===== src/rtl/mem_pkg.sv =====
// Shared types and constants for the memory-bus arbiter slice.
package mem_pkg;

  typedef enum logic [1:0] {
    IDLE,
    BUSY,
    RESP
  } arb_state_t;

  localparam logic       PORT_CPU  = 1'b0;
  localparam logic       PORT_DBG  = 1'b1;
  localparam logic [1:0] WORD_MASK = 2'b11;

  // One-hot acknowledge vector for a port id.
  function automatic logic [1:0] port_bit(input logic id);
    return (id == PORT_DBG) ? 2'b10 : 2'b01;
  endfunction

endpackage


===== src/rtl/mem_arbiter_rr_pick.sv =====
// Combinational two-way round-robin selector: on a tie the port that was not
// granted last wins.
module rr_pick
  import mem_pkg::*;
(
  input  logic [1:0] req,
  input  logic       last_grant,
  output logic       grant_valid,
  output logic       grant_id
);

  always_comb begin
    grant_valid = |req;
    grant_id    = PORT_CPU;
    if (req[PORT_CPU] && req[PORT_DBG])
      grant_id = ~last_grant;
    else if (req[PORT_DBG])
      grant_id = PORT_DBG;
  end

endmodule


===== src/rtl/mem_arbiter.sv =====
// Two-port arbiter/sequencer for the shared memory bus: grants one requester,
// strobes memory until ready or timeout, and returns ack/err/rdata.
module mem_arbiter
  import mem_pkg::*;
#(
  parameter int unsigned TIMEOUT = 255
) (
  input  logic        clk,
  input  logic        rst,
  input  logic [1:0]  req,
  input  logic [1:0]  we,
  input  logic [31:0] addr0,
  input  logic [31:0] addr1,
  input  logic [31:0] wdata0,
  input  logic [31:0] wdata1,
  output logic [1:0]  ack,
  output logic        err,
  output logic [31:0] rdata,
  output logic        mem_en,
  output logic        mem_we,
  output logic [31:0] mem_addr,
  output logic [31:0] mem_wdata,
  input  logic [31:0] mem_rdata,
  input  logic        mem_ready,
  output logic        bus_error
);

  arb_state_t  state, state_nxt;
  logic        grant_valid, grant_id;
  logic        last_grant, cur_id, cur_we;
  logic [15:0] cnt;
  logic [31:0] cur_addr, cur_wdata;
  logic [31:0] sel_addr, sel_wdata;
  logic        sel_we, misaligned, timed_out;

  rr_pick u_pick (
    .req        (req),
    .last_grant (last_grant),
    .grant_valid(grant_valid),
    .grant_id   (grant_id)
  );

  assign sel_addr   = (grant_id == PORT_DBG) ? addr1  : addr0;
  assign sel_wdata  = (grant_id == PORT_DBG) ? wdata1 : wdata0;
  assign sel_we     = we[grant_id];
  assign misaligned = |(sel_addr[1:0] & WORD_MASK);
  assign timed_out  = (cnt == 16'(TIMEOUT - 1));

  // cur_addr/cur_wdata load only on aligned grants, so they double as the
  // registered mem_addr/mem_wdata that must hold their value outside BUSY.
  assign mem_addr  = cur_addr;
  assign mem_wdata = cur_wdata;

  always_ff @(posedge clk or negedge rst) begin
    if (!rst) state <= IDLE;
    else      state <= state_nxt;
  end

  always_comb begin
    state_nxt = state;
    case (state)
      IDLE: if (grant_valid) state_nxt = misaligned ? RESP : BUSY;
      BUSY: if (mem_ready || timed_out) state_nxt = RESP;
      RESP: state_nxt = IDLE;
      default: state_nxt = IDLE;
    endcase
  end

  always_ff @(posedge clk or negedge rst) begin
    if (!rst) begin
      last_grant <= PORT_DBG;
      cur_id     <= PORT_CPU;
      cur_we     <= 1'b0;
      cur_addr   <= '0;
      cur_wdata  <= '0;
      cnt        <= '0;
      ack        <= '0;
      err        <= 1'b0;
      rdata      <= '0;
      mem_en     <= 1'b0;
      mem_we     <= 1'b0;
      bus_error  <= 1'b0;
    end else begin
      case (state)
        IDLE: begin
          if (grant_valid) begin
            cur_id     <= grant_id;
            last_grant <= grant_id;
            cur_we     <= sel_we;
            cnt        <= '0;
            if (misaligned) begin
              ack   <= port_bit(grant_id);
              err   <= 1'b1;
              rdata <= '0;
            end else begin
              cur_addr  <= sel_addr;
              cur_wdata <= sel_wdata;
              mem_en    <= 1'b1;
              mem_we    <= sel_we;
            end
          end
        end
        BUSY: begin
          // Ready has priority over a timeout expiring on the same edge.
          if (mem_ready) begin
            ack    <= port_bit(cur_id);
            err    <= 1'b0;
            rdata  <= cur_we ? '0 : mem_rdata;
            mem_en <= 1'b0;
            mem_we <= 1'b0;
          end else if (timed_out) begin
            ack    <= port_bit(cur_id);
            err    <= 1'b1;
            rdata  <= '0;
            mem_en <= 1'b0;
            mem_we <= 1'b0;
          end else begin
            cnt <= cnt + 16'd1;
          end
        end
        RESP: begin
          ack   <= '0;
          err   <= 1'b0;
          rdata <= '0;
          if (err) bus_error <= 1'b1;
        end
        default: begin
          ack    <= '0;
          err    <= 1'b0;
          rdata  <= '0;
          mem_en <= 1'b0;
          mem_we <= 1'b0;
        end
      endcase
    end
  end

endmodule


===== config.mk =====
export PLATFORM = sky130hd
export DESIGN_NAME = mem_arbiter
export DESIGN_NICKNAME = d
export VERILOG_FILES = /design/src/rtl/mem_pkg.sv /design/src/rtl/mem_arbiter_rr_pick.sv /design/src/rtl/mem_arbiter.sv
export SDC_FILE = /design/constraint.sdc
export NUM_CORES = 1
export LEC_CHECK = 0
export BUFFER_PORTS_ARGS = -buffer_cell sky130_fd_sc_hd__buf_2
export CAP_MARGIN = 20
export CORE_MARGIN = 5
export CORE_UTILIZATION = 46
export DETAILED_ROUTE_END_ITERATION = 7
export PLACE_DENSITY = 0.8
export SETUP_SLACK_MARGIN = 0.3
export SKIP_CTS_REPAIR_TIMING = 1
export SLEW_MARGIN = 20
export SYNTH_ARGS = -nofsm -noshare
export SYNTH_HDL_FRONTEND = slang
export SYNTH_HIERARCHICAL = 1
export SYNTH_SLANG_ARGS = --single-unit
export TNS_END_PERCENT = 20

===== constraint.sdc =====
create_clock -name clk -period 2.8 [get_ports clk]
set_input_delay 0.28 -clock clk [delete_from_list [all_inputs] [get_ports clk]]
set_output_delay 0.28 -clock clk [all_outputs]
set_load 0.01 [all_outputs]

After elaboration in Yosys (flattened, before gate mapping)
Index checks and enable logic that the tools add are counted.
Cells by class
  $add $sub $neg: 1
  multipliers: 0
  divide/modulo/power cells: 0
  $lt $le $gt $ge: 1
  equal/unequal tests: 10
  shifts and indexed selects: 0
  multiplexer cells: 40
  bitwise gates (word level): 3
  reduce and logical (&&, ||, !) cells: 13
Operator list (number)
  32-bit 2-to-1 mux: 7
  32-bit case mux with 2 select lines: 1
  16-bit 2-to-1 mux: 3
  16-bit case mux with 2 select lines: 1
  2-bit 2-to-1 mux: 9
  16-bit by 1-bit adder with 16-bit output (second input constant): 1
  16-bit by 8-bit == test with 1-bit output (second input constant): 1
  1-bit 2-to-1 mux: 14
  2-bit inequality test (second input constant): 6
  2-bit case mux with 2 select lines: 2
  4-bit AND reduction: 2
  1-bit case mux with 3 select lines: 2
  2-bit AND reduction: 3
  3-bit AND reduction: 2
  2-bit OR reduction: 2
  3-bit inequality test (second input constant): 1
  1-bit NOT: 3
  2-bit by 1-bit == test with 1-bit output (second input constant): 1
  2-bit == test (second input constant): 1
  2-bit zero test: 1
  1-bit by 2-bit < comparator with 1-bit output (second input constant): 1
  1-bit case mux with 2 select lines: 1
  2-bit nonzero test: 1
  1-bit logical AND: 1
  1-bit logical OR: 1
Word-level totals
  bits in registers: 123
  latch bits: 0
  memory bits (writable): 0
  memory bits (read-only): 0
  input bits: 167
  output and inout port bits: 102
  logic and storage cells: 81
  memories: 0

Depth between registers and ports, before layout
Gate-level depths: netlist (run 1).
  word-level depth: 7
  depth in mapped cells: 9
  depth with buffers taken out: 7

By module
The synthesis (run 1) kept the hierarchy.
By module, submodules not included
  mem_arbiter: instances 1, cells an instance 494, area an instance 5403.9 µm², seq. area each 3079.2 µm²
  rr_pick: instances 1, cells an instance 2, area an instance 13.8 µm², seq. area each 0.0 µm²

Worst setup path before layout (run 1)
Ideal clock, no wire load.
  kind: register -> register
  from: register cnt[0]
  to: register cnt[4]
  library setup time: 0.124 ns
  arrival time: 1.934 ns
  required time: 2.676 ns
  slack: 0.741 ns
  stages on the path, launching flop included: 9
  path buffers: 1
  clock period less this slack: 2.059 ns
  cells stage by stage: dfrtp_1 inv_1 ha_1 or4b_4 or4_4 nand2_2 buf_6 or4_2 nand2_1
Between the ends
  word-level cells in the longest chain between the ends: 4
  elaborated cells between the ends (all ways): 7
  classes of those cells: add/sub (1); eq/ne (2); mux (3); reduce/logical (1)
RTL lines
  from (decl): line mem_arbiter.sv:31  | logic [15:0] cnt;
  from (signal assigned): line mem_arbiter.sv:118  | cnt <= cnt + 16'd1;
  16-bit by 1-bit adder with 16-bit output: line mem_arbiter.sv:118
  16-bit 2-to-1 mux: line mem_arbiter.sv:111  | end else if (timed_out) begin
  16-bit 2-to-1 mux: line mem_arbiter.sv:105  | if (mem_ready) begin
  16-bit case mux with 2 select lines: line mem_arbiter.sv:84  | case (state)
Parallel ways exist; a longest one is shown, timed or not. The select of a mux whose other input is x is not followed.
A chain may end at the register's enable or synchronous reset.

Final worst setup path (run 1)
  from: register cnt[0]
  to: register err
Between the ends
  word-level cells in the longest chain between the ends: 3
RTL lines
  16-bit by 8-bit == test with 1-bit output: line mem_arbiter.sv:47  | assign timed_out = (cnt == 16'(TIMEOUT - 1));
  3-bit inequality test (no line)
  3-bit AND reduction (no line)
  to (signal assigned): line mem_arbiter.sv:78  | err <= 1'b0;
  to (signal assigned): line mem_arbiter.sv:93  | err <= 1'b1;
  to (signal assigned): line mem_arbiter.sv:107  | err <= 1'b0;
  to (decl): line mem_arbiter.sv:17  | output logic err,
Every way passes these cells.

==> impl_metrics.csv, run 1 <==
group,metric,value,unit
yosys,synth_top_area_cell,"dfrtp_1",
clock_tree,root_buffer,"clkbuf_16",
sta,setup_tns,0,ns
power,total_power,6.84,mW
floorplan,initial_core_util,0.472,
drt,vias,4753,
yosys,synth_area_leaders,"dfrtp_1, mux2i_1, o21ai_0",
drt,drt_iter0_markers,237,
finish,fin_cells,914,
clock_tree,clock_path_buffers,2,
global_routing,grt_pass1_wl,25000,um
clock_tree,tritoncts,"yes",
power,p_sw,2.32,mW
drt,drc_errors,0,
finish,final_area,7520,um^2
sta,finalMaxSlewViolations,0,
place,dp_hpwl,11700,um
critical_path,critical_path.max_fanout,38,
finish,area_growth,38.9,%
yosys,syn_area,5420,um^2
clock_tree,cts.sinks,123,
finish,utilization,0.656,
yosys,ys_async_sr_fraction,1.00,
power,clkPwrFrac,0.308,
floorplan,core,11500,um^2
global_routing,grt_pass1_vias,5063,
floorplan,die_h,119,um
critical_path,required,3.09,ns
sta,hold-worst-slack,0.0866,ns
sta,fin_ws,0.553,ns
place,globalplace.congestion,0.898,
yosys,ys_ff_latch,123,
global_routing,grt.total_usage,0.221,
power,combPwrFrac,0.299,
sta,setup_violations,0,
critical_path,worstSetupPathType,"reg2reg",
critical_path,cp.arrival,2.54,ns
run,drv_cap,0,
yosys,post-synth-top-area-fraction,0.564,
clock_tree,insertion_delay,0.41,ns
drt,wire_per_inst,16.9,um
floorplan,ios,269,
finish,drive_gt1_frac,0.427,
yosys,synth_nets,665,
critical_path,startpoint_type,"flop",
drt,via_per_inst,5.20,
floorplan,die_w,119,um
sta,layout_worst_path_cycle_share,0.802,
critical_path,cp-end-kind,"flop",
clock_tree,cts_inserted_buffers,17,
place,io_buffers,268,
place,dp_worst_setup_slack,0.564,ns
yosys,avgSynthCellArea,10.9,um^2
power,vdd_drop_max,0.611,mV
place,dp.cells,881,
finish,final_nets,927,
sta,period_minus_slack,2.25,ns
sta,hold_violations,0,
yosys,synth_ff_type,"dfrtp_1",
sta,clock_skew,0.00787,ns
yosys,synth_cell_types,48,
clock_tree,htree_num_levels,4,
yosys,synth_warnings,6,
finish,final_cell_mix,"buf_2, dfrtp_1, nand2_1, o21ai_0, mux2i_1",
critical_path,r2r_slack,0.55,ns
global_routing,antenna_found_initial,1,
power,power_leakage,4.03,nW
power,seq_power_share,0.393,
sta,rsz0062_at_grt,"no",
floorplan,dieArea,14000,um^2
outcome,outcome,"finished, final reports clean",
drt,ant_nets,0,
sta,worst_pin_slew,0.580,ns
place,place_area,6940,um^2
global_routing,grt_overflow_total,0,
floorplan,rows,39,
power,p_per_area,909,nW/um^2
finish,layout_commonest_cell,"buf_2",
global_routing,grt_max_degree,65,
power,p_sw_frac,0.339,
yosys,yosysSeqAreaShare,0.568,
yosys,synthCells,496,
sta,fmaxAchievable,445,MHz
sta,slew_headroom,0.610,
yosys,synth-edff-count,0,
hold_path,hold_class,"in2reg",
drt,finalWirelength,15400,um
drt,drtPass1Iterations,4,
power,p_int,4.52,mW
clock_tree,clk_pin_slew,0.06,ns
-- sequential cells by signal (all words and copies together), names as in the netlist --
signal,count
last_grant,1
mem_en,1
rdata,32
mem_addr,32
cnt,16
mem_wdata,32
state,2
err,1
cur_id,1
mem_we,1
cur_we,1
ack,2
bus_error,1
-- power by group through the flow --
stage          combinational [mW]  sequential [mW]  clock, mW
2_1_floorplan               0.863             2.88          0
3_5_place_dp                 2.08             2.69          0
3_3_place_gp                 2.01             2.67          0
6_report                     2.04             2.69       2.11
4_1_cts                      2.08             2.69       2.16
5_1_grt                      2.28             2.76       2.25
-- cell usage after synthesis (2+ instances only) --
| master | number |
|---|---|
| a21oi_1 | 2 |
| or4_4 | 2 |
| a21oi_2 | 3 |
| o31ai_1 | 6 |
| inv_1 | 4 |
| ha_1 | 2 |
| nor3b_1 | 2 |
| clkbuf_1 | 23 |
| buf_2 | 4 |
| o41ai_1 | 2 |
| nor2_1 | 15 |
| nor3_1 | 5 |
| buf_1 | 6 |
| dfrtp_1 | 122 |
| nand4_1 | 4 |
| and2_1 | 2 |
| nand2_1 | 82 |
| o21ai_1 | 2 |
| a22o_1 | 33 |
| o21a_1 | 2 |
| mux2i_1 | 64 |
| nand3_1 | 7 |
| mux2_2 | 2 |
| or4_2 | 2 |
| o21ai_0 | 68 |
| xor2_1 | 4 |
| nand2b_1 | 5 |
-- critical path: stages, from the launching register on --
cell and delay (ns):
dfrtp_1 0.41, inv_1 0.07, ha_1 0.13, or4b_4 0.46, nor4_2 0.40, o31ai_4 0.07
buf_4 0.27, mux2_2 0.31
-- final cells by class --
class                   instances  area, um^2
multi-input cells             335        2220
well taps                     143         179
repair buffers                277        1450
diodes                          1        2.50
inverters                       4        15.0
flip-flops and latches        123        3080
fillers                       895        3940
clock buffers                  19         453
clock inverters                12         124
-- path summary, 6_finish.rpt --
kind / start / end / cells after the start
max: cnt[0] / err / 7
min: mem_rdata[28] / rdata[28] / 2
max reg2reg: cnt[0] / err / 7
min reg2reg: cur_id / cur_id / 2
max in group asynchronous: rst / err / 3
min in group asynchronous: rst / mem_wdata[24] / 2
-- metal layers --
layer	track usage	share of wire	vias up	wire [um]
li1	-	-	2287	-
met1	0.257	0.38	2233	5820
met2	0.366	0.51	198	7870
met3	0.0821	0.085	35	1310
met4	0.0978	0.026	0	404
met5	0	0	-	0
-- cells by family after synthesis --
family	count (synthesis)	share of synthesized area
compound gates	124	0.149
xor+xnor	5	0.00808
fa+ha+maj	2	0.00462
buf+inv	38	0.0286
flops	123	0.568
mux	66	0.122
simple gates	138	0.119
(Power assumes the default switching activity.)
==> run 2: changes to the inputs <==
==> constraint.sdc (replaced) <==
create_clock -name clk -period 2.1 [get_ports clk]
set_input_delay 0.21 -clock clk [delete_from_list [all_inputs] [get_ports clk]]
set_output_delay 0.21 -clock clk [all_outputs]
set_load 0.01 [all_outputs]
==> run 2 against run 1 <==
Effect of this change:
- the flow now finishes with violations (negative setup slack)
- clock power rose by 26%
- flip-flop and latch count unchanged
- die area unchanged
- total power increased by 35%
- design area increased by 3.0%
- sequential share of layout area shrank 1.2 points
- worst setup slack lost 0.56 ns
==> impl_metrics.csv, run 2 (synthesis gave the netlist of run 1 again) <==
group,metric,value,unit
sta,clock_skew,0.0119,ns
critical_path,cp_slowest_cell,"or4_4",
run,drv_cap,0,
power,power_leakage,4.13,nW
clock_tree,insertion_delay,0.41,ns
sta,setup_violations,3,
sta,fmaxAchievable,475,MHz
critical_path,worstSetupPathType,"reg2reg",
critical_path,cp.arrival,2.39,ns
global_routing,grt.total_usage,0.221,
floorplan,ios,269,
place,dp_hpwl,11700,um
sta,finalMaxSlewViolations,0,
finish,fillCellCount,887,
clock_tree,root_buffer,"clkbuf_16",
power,total_power,9.22,mW
place,io_buffers,268,
floorplan,rows,39,
place,dp.cells,891,
power,vdd_drop_max,0.937,mV
clock_tree,clk_pin_slew,0.06,ns
floorplan,die_w,119,um
clock_tree,cts_inserted_buffers,17,
drt,vias,4863,
critical_path,required,2.38,ns
floorplan,core,11500,um^2
finish,layout_commonest_cell,"buf_2",
hold_path,hold_class,"in2reg",
finish,fin_cells,928,
finish,n_antenna_cell,0,
sta,fin_ws,-0.00700,ns
outcome,outcome,"finished with violations",
global_routing,grt_overflow_total,0,
finish,final_nets,942,
finish,final_cell_mix,"buf_2, dfrtp_1, nand2_1, mux2i_1, o21ai_0",
drt,drtPass1Iterations,4,
outcome,violations,"negative setup slack",
place,globalplace.congestion,0.933,
clock_tree,clock_path_buffers,2,
sta,hold_violations,0,
global_routing,antenna_found_initial,0,
floorplan,dieArea,14000,um^2
drt,drc_errors,0,
finish,area_growth,43.1,%
clock_tree,htree_num_levels,4,
clock_tree,tritoncts,"yes",
drt,drt_iter0_markers,216,
clock_tree,cts.sinks,123,
drt,ant_nets,0,
sta,slew_headroom,0.586,
critical_path,path_delay_family,"simple AND/OR/NAND/NOR gates",
floorplan,die_h,119,um
critical_path,worstPathCellList,"inv_1 > ha_1 > or4b_4 > or4_4 > nand3_1 > xor2_1 > nor2_1",
drt,wire_per_inst,17.1,um
critical_path,startpoint_type,"flop",
sta,layout_worst_path_cycle_share,1.00,
critical_path,cpPeakStageDelay,0.58,ns
global_routing,grt_max_degree,65,
critical_path,cp-end-kind,"flop",
power,p_per_area,1190,nW/um^2
sta,worst_pin_slew,0.621,ns
floorplan,initial_core_util,0.472,
critical_path,cp_num_buf_inv,1,
drt,finalWirelength,15900,um
sta,rsz0062_at_grt,"yes",
drt,via_per_inst,5.24,
global_routing,grt_pass1_wl,25300,um
sta,period_minus_slack,2.11,ns
critical_path,critical_path.max_fanout,5,
finish,drive_gt1_frac,0.441,
global_routing,grt_pass1_vias,5060,
-- run 2: changes by cell type in the layout (fill, tap and decap cells not counted), sizes merged --
cell / before / now
bufinv: 2 / 1
clkinvlp: 1 / 2
buf: 276 / 289
clkinv: 9 / 5
clkbuf: 19 / 25
diode: 1 / 0
-- run 2: final timing paths --
| path | endpoint | slack (ns) | start | depth (start not counted) |
|---|---|---|---|---|
| hold / removal | rdata[12] | 0.02 | mem_rdata[12] | 2 |
| max in group asynchronous | mem_wdata[7] | 1.11 | rst | 3 |
| setup / recovery | cnt[10] | -0.007 | cnt[0] | 7 |
| setup reg to reg | cnt[10] | -0.007 | cnt[0] | 7 |
| min in group asynchronous | cnt[7] | 0.33 | rst | 2 |
| hold reg to reg | bus_error | 0.47 | bus_error | 1 |
-- run 2: metrics by stage --
| step | setup WS, ns | TNS, ns | hold slack [ns] | cell area (um^2) | util |
|---|---|---|---|---|---|
| global route | -0.103 | -3.00 | 0.0136 | 7750 | 0.676 |
| finish | -0.00700 | -0.0111 | 0.0229 | 7750 | 0.676 |
| floorplan | 0.0847 | 0 | -0.0856 | 5430 | - |
| CTS | -0.0325 | -0.188 | -0.213 | 7600 | 0.663 |
| global placement | 0.0392 | 0 | 0.214 | 7060 | 0.616 |
| detailed placement | -0.0302 | -0.0966 | 0.223 | 7060 | 0.616 |
-- run 2: report_power, final --
part | internal [mW] | switching (mW)
clock | 1.67 | 0.993
combinational | 1.30 | 1.69
sequential | 3.12 | 0.444
total | 6.09 | 3.13
-- run 2: layer usage --
metal | part of all wire | global-route usage
met5 | 0 | 0
met4 | 0.025 | 0.0801
met3 | 0.089 | 0.0907
met2 | 0.50 | 0.360
met1 | 0.38 | 0.263
-- run 2: cell type report --
type	count	area, um^2	area share
Sequential cell	123	3080	0.397
Multi-Input combinational cell	335	2290	0.295
Timing Repair Buffer	292	1650	0.213
Clock buffer	23	468	0.0604
Tap cell	143	179	0.0231
Clock inverter	8	70.1	0.00904
Inverter	4	15.0	0.00194
==> run 3: changes to the inputs <==
--- a/config.mk
+++ b/config.mk
@@ -12,7 +12,6 @@
 export DETAILED_ROUTE_END_ITERATION = 7
 export PLACE_DENSITY = 0.8
 export SETUP_SLACK_MARGIN = 0.3
-export SKIP_CTS_REPAIR_TIMING = 1
 export SLEW_MARGIN = 20
 export SYNTH_ARGS = -nofsm -noshare
 export SYNTH_HDL_FRONTEND = slang
==> run 3 against run 2 <==
Effect of this change:
- the run still ends with negative setup slack left
- final cell count decreased by 0.32%
- worst setup slack got worse by 0.0068 ns
- design area decreased by 0.77%
- critical path depth unchanged
- utilization decreased by 0.52 points
- flip-flop and latch count unchanged
- maximum frequency decreased by 0.32%
- die area unchanged
- routed wire length decreased by 2.5%
- combinational power decreased by 4%
- global-route usage increased by 0.081 points
- first-iteration DRC count increased by 16%
==> impl_metrics.csv, run 3 (synthesis gave the netlist of run 1 again) <==
group,metric,value,unit
drt,via_per_inst,5.23,
finish,final_area,7690,um^2
floorplan,die_h,119,um
critical_path,cp-end-kind,"flop",
finish,area_growth,42.0,%
power,total_power,9.10,mW
floorplan,dieArea,14000,um^2
outcome,violations,"negative setup slack",
place,dp_worst_setup_slack,-0.0302,ns
global_routing,grt_pass1_vias,5089,
clock_tree,clk_pin_slew,0.06,ns
power,vdd_drop_max,0.940,mV
floorplan,rows,39,
sta,setup_tns,-0.0193,ns
place,io_buffers,268,
drt,ant_nets,0,
floorplan,ios,269,
sta,finalMaxSlewViolations,0,
sta,setup_violations,2,
clock_tree,cts.sinks,123,
drt,vias,4835,
power,p_per_area,1180,nW/um^2
sta,fmaxAchievable,473,MHz
place,dp_hpwl,11700,um
drt,drtPass1Iterations,4,
global_routing,grt_overflow_total,0,
global_routing,grt_max_degree,65,
finish,final_cell_mix,"buf_2, dfrtp_1, nand2_1, mux2i_1, o21ai_0",
sta,worst_pin_slew,0.518,ns
drt,wire_per_inst,16.7,um
place,place_area,7060,um^2
floorplan,core,11500,um^2
drt,drt_iter0_markers,251,
floorplan,die_w,119,um
clock_tree,insertion_delay,0.41,ns
outcome,outcome,"finished with violations",
critical_path,startpoint_type,"flop",
clock_tree,root_buffer,"clkbuf_16",
critical_path,critical_path.max_fanout,5,
finish,final_nets,939,
place,globalplace.congestion,0.933,
sta,hold_violations,0,
finish,layout_commonest_cell,"buf_2",
critical_path,cp.arrival,2.40,ns
sta,rsz0062_at_grt,"yes",
clock_tree,cts_inserted_buffers,17,
global_routing,antenna_found_initial,0,
finish,utilization,0.671,
sta,clock_skew,0.00843,ns
finish,drive_gt1_frac,0.440,
sta,hold-worst-slack,0.0255,ns
sta,slew_headroom,0.655,
drt,drc_errors,0,
clock_tree,tritoncts,"yes",
floorplan,initial_core_util,0.472,
critical_path,worstSetupPathType,"reg2reg",
sta,layout_worst_path_cycle_share,1.01,
run,drv_cap,0,
drt,finalWirelength,15500,um
hold_path,hold_class,"in2reg",
clock_tree,clock_path_buffers,2,
clock_tree,htree_num_levels,4,
critical_path,required,2.39,ns
power,power_leakage,4.10,nW
global_routing,grt.total_usage,0.221,
sta,fin_ws,-0.0138,ns
place,dp.cells,891,
finish,fin_cells,925,
finish,n_antenna_cell,0,
global_routing,grt_pass1_wl,25300,um
sta,period_minus_slack,2.11,ns
[run 3: critical path, cell delays in order (launching register included)]
cell and delay (ns):
dfrtp_1 0.38, inv_1 0.06, ha_1 0.12, or4b_4 0.48, or4_4 0.58, nand3_2 0.15
nor3_1 0.06, o21a_1 0.17
[run 3: final timing paths]
check | startpoint | end | slack (ns) | depth (start not counted)
min reg2reg | bus_error | bus_error | 0.47 | 1
max | cnt[0] | cnt[11] | -0.01 | 7
min in group asynchronous | rst | cur_id | 0.32 | 2
max in group asynchronous | rst | mem_wdata[7] | 1.12 | 3
max reg2reg | cnt[0] | cnt[11] | -0.01 | 7
min | mem_rdata[12] | rdata[12] | 0.03 | 2
[run 3: power breakdown]
part	internal (mW)	switching [mW]
Sequential	3.12	0.439
Clock	1.67	0.988
Combinational	1.23	1.65
Total	6.02	3.08
[run 3: layout make-up]
| cell class | count | area (um^2) |
|---|---|---|
| fill | 895 | 3770 |
| sequential | 123 | 3080 |
| multi-input combinational | 335 | 2290 |
| timing repair buffer | 289 | 1590 |
| clock buffer | 23 | 468 |
| tap | 143 | 179 |
| clock inverter | 8 | 70.1 |
| inverter | 4 | 15.0 |
[run 3: layer usage]
metal	GRT usage	wire, um
met1	0.262	5920
met4	0.0850	439
met5	0	0
met3	0.0912	1420
met2	0.361	7710
[run 3: timing repair]
item	CTS	global route
hold endpoints to repair	36	0
pin swaps	0	2
buffers inserted	1	1
setup endpoints to repair	85	117
resized for setup	3	16
hold buffers	1	0
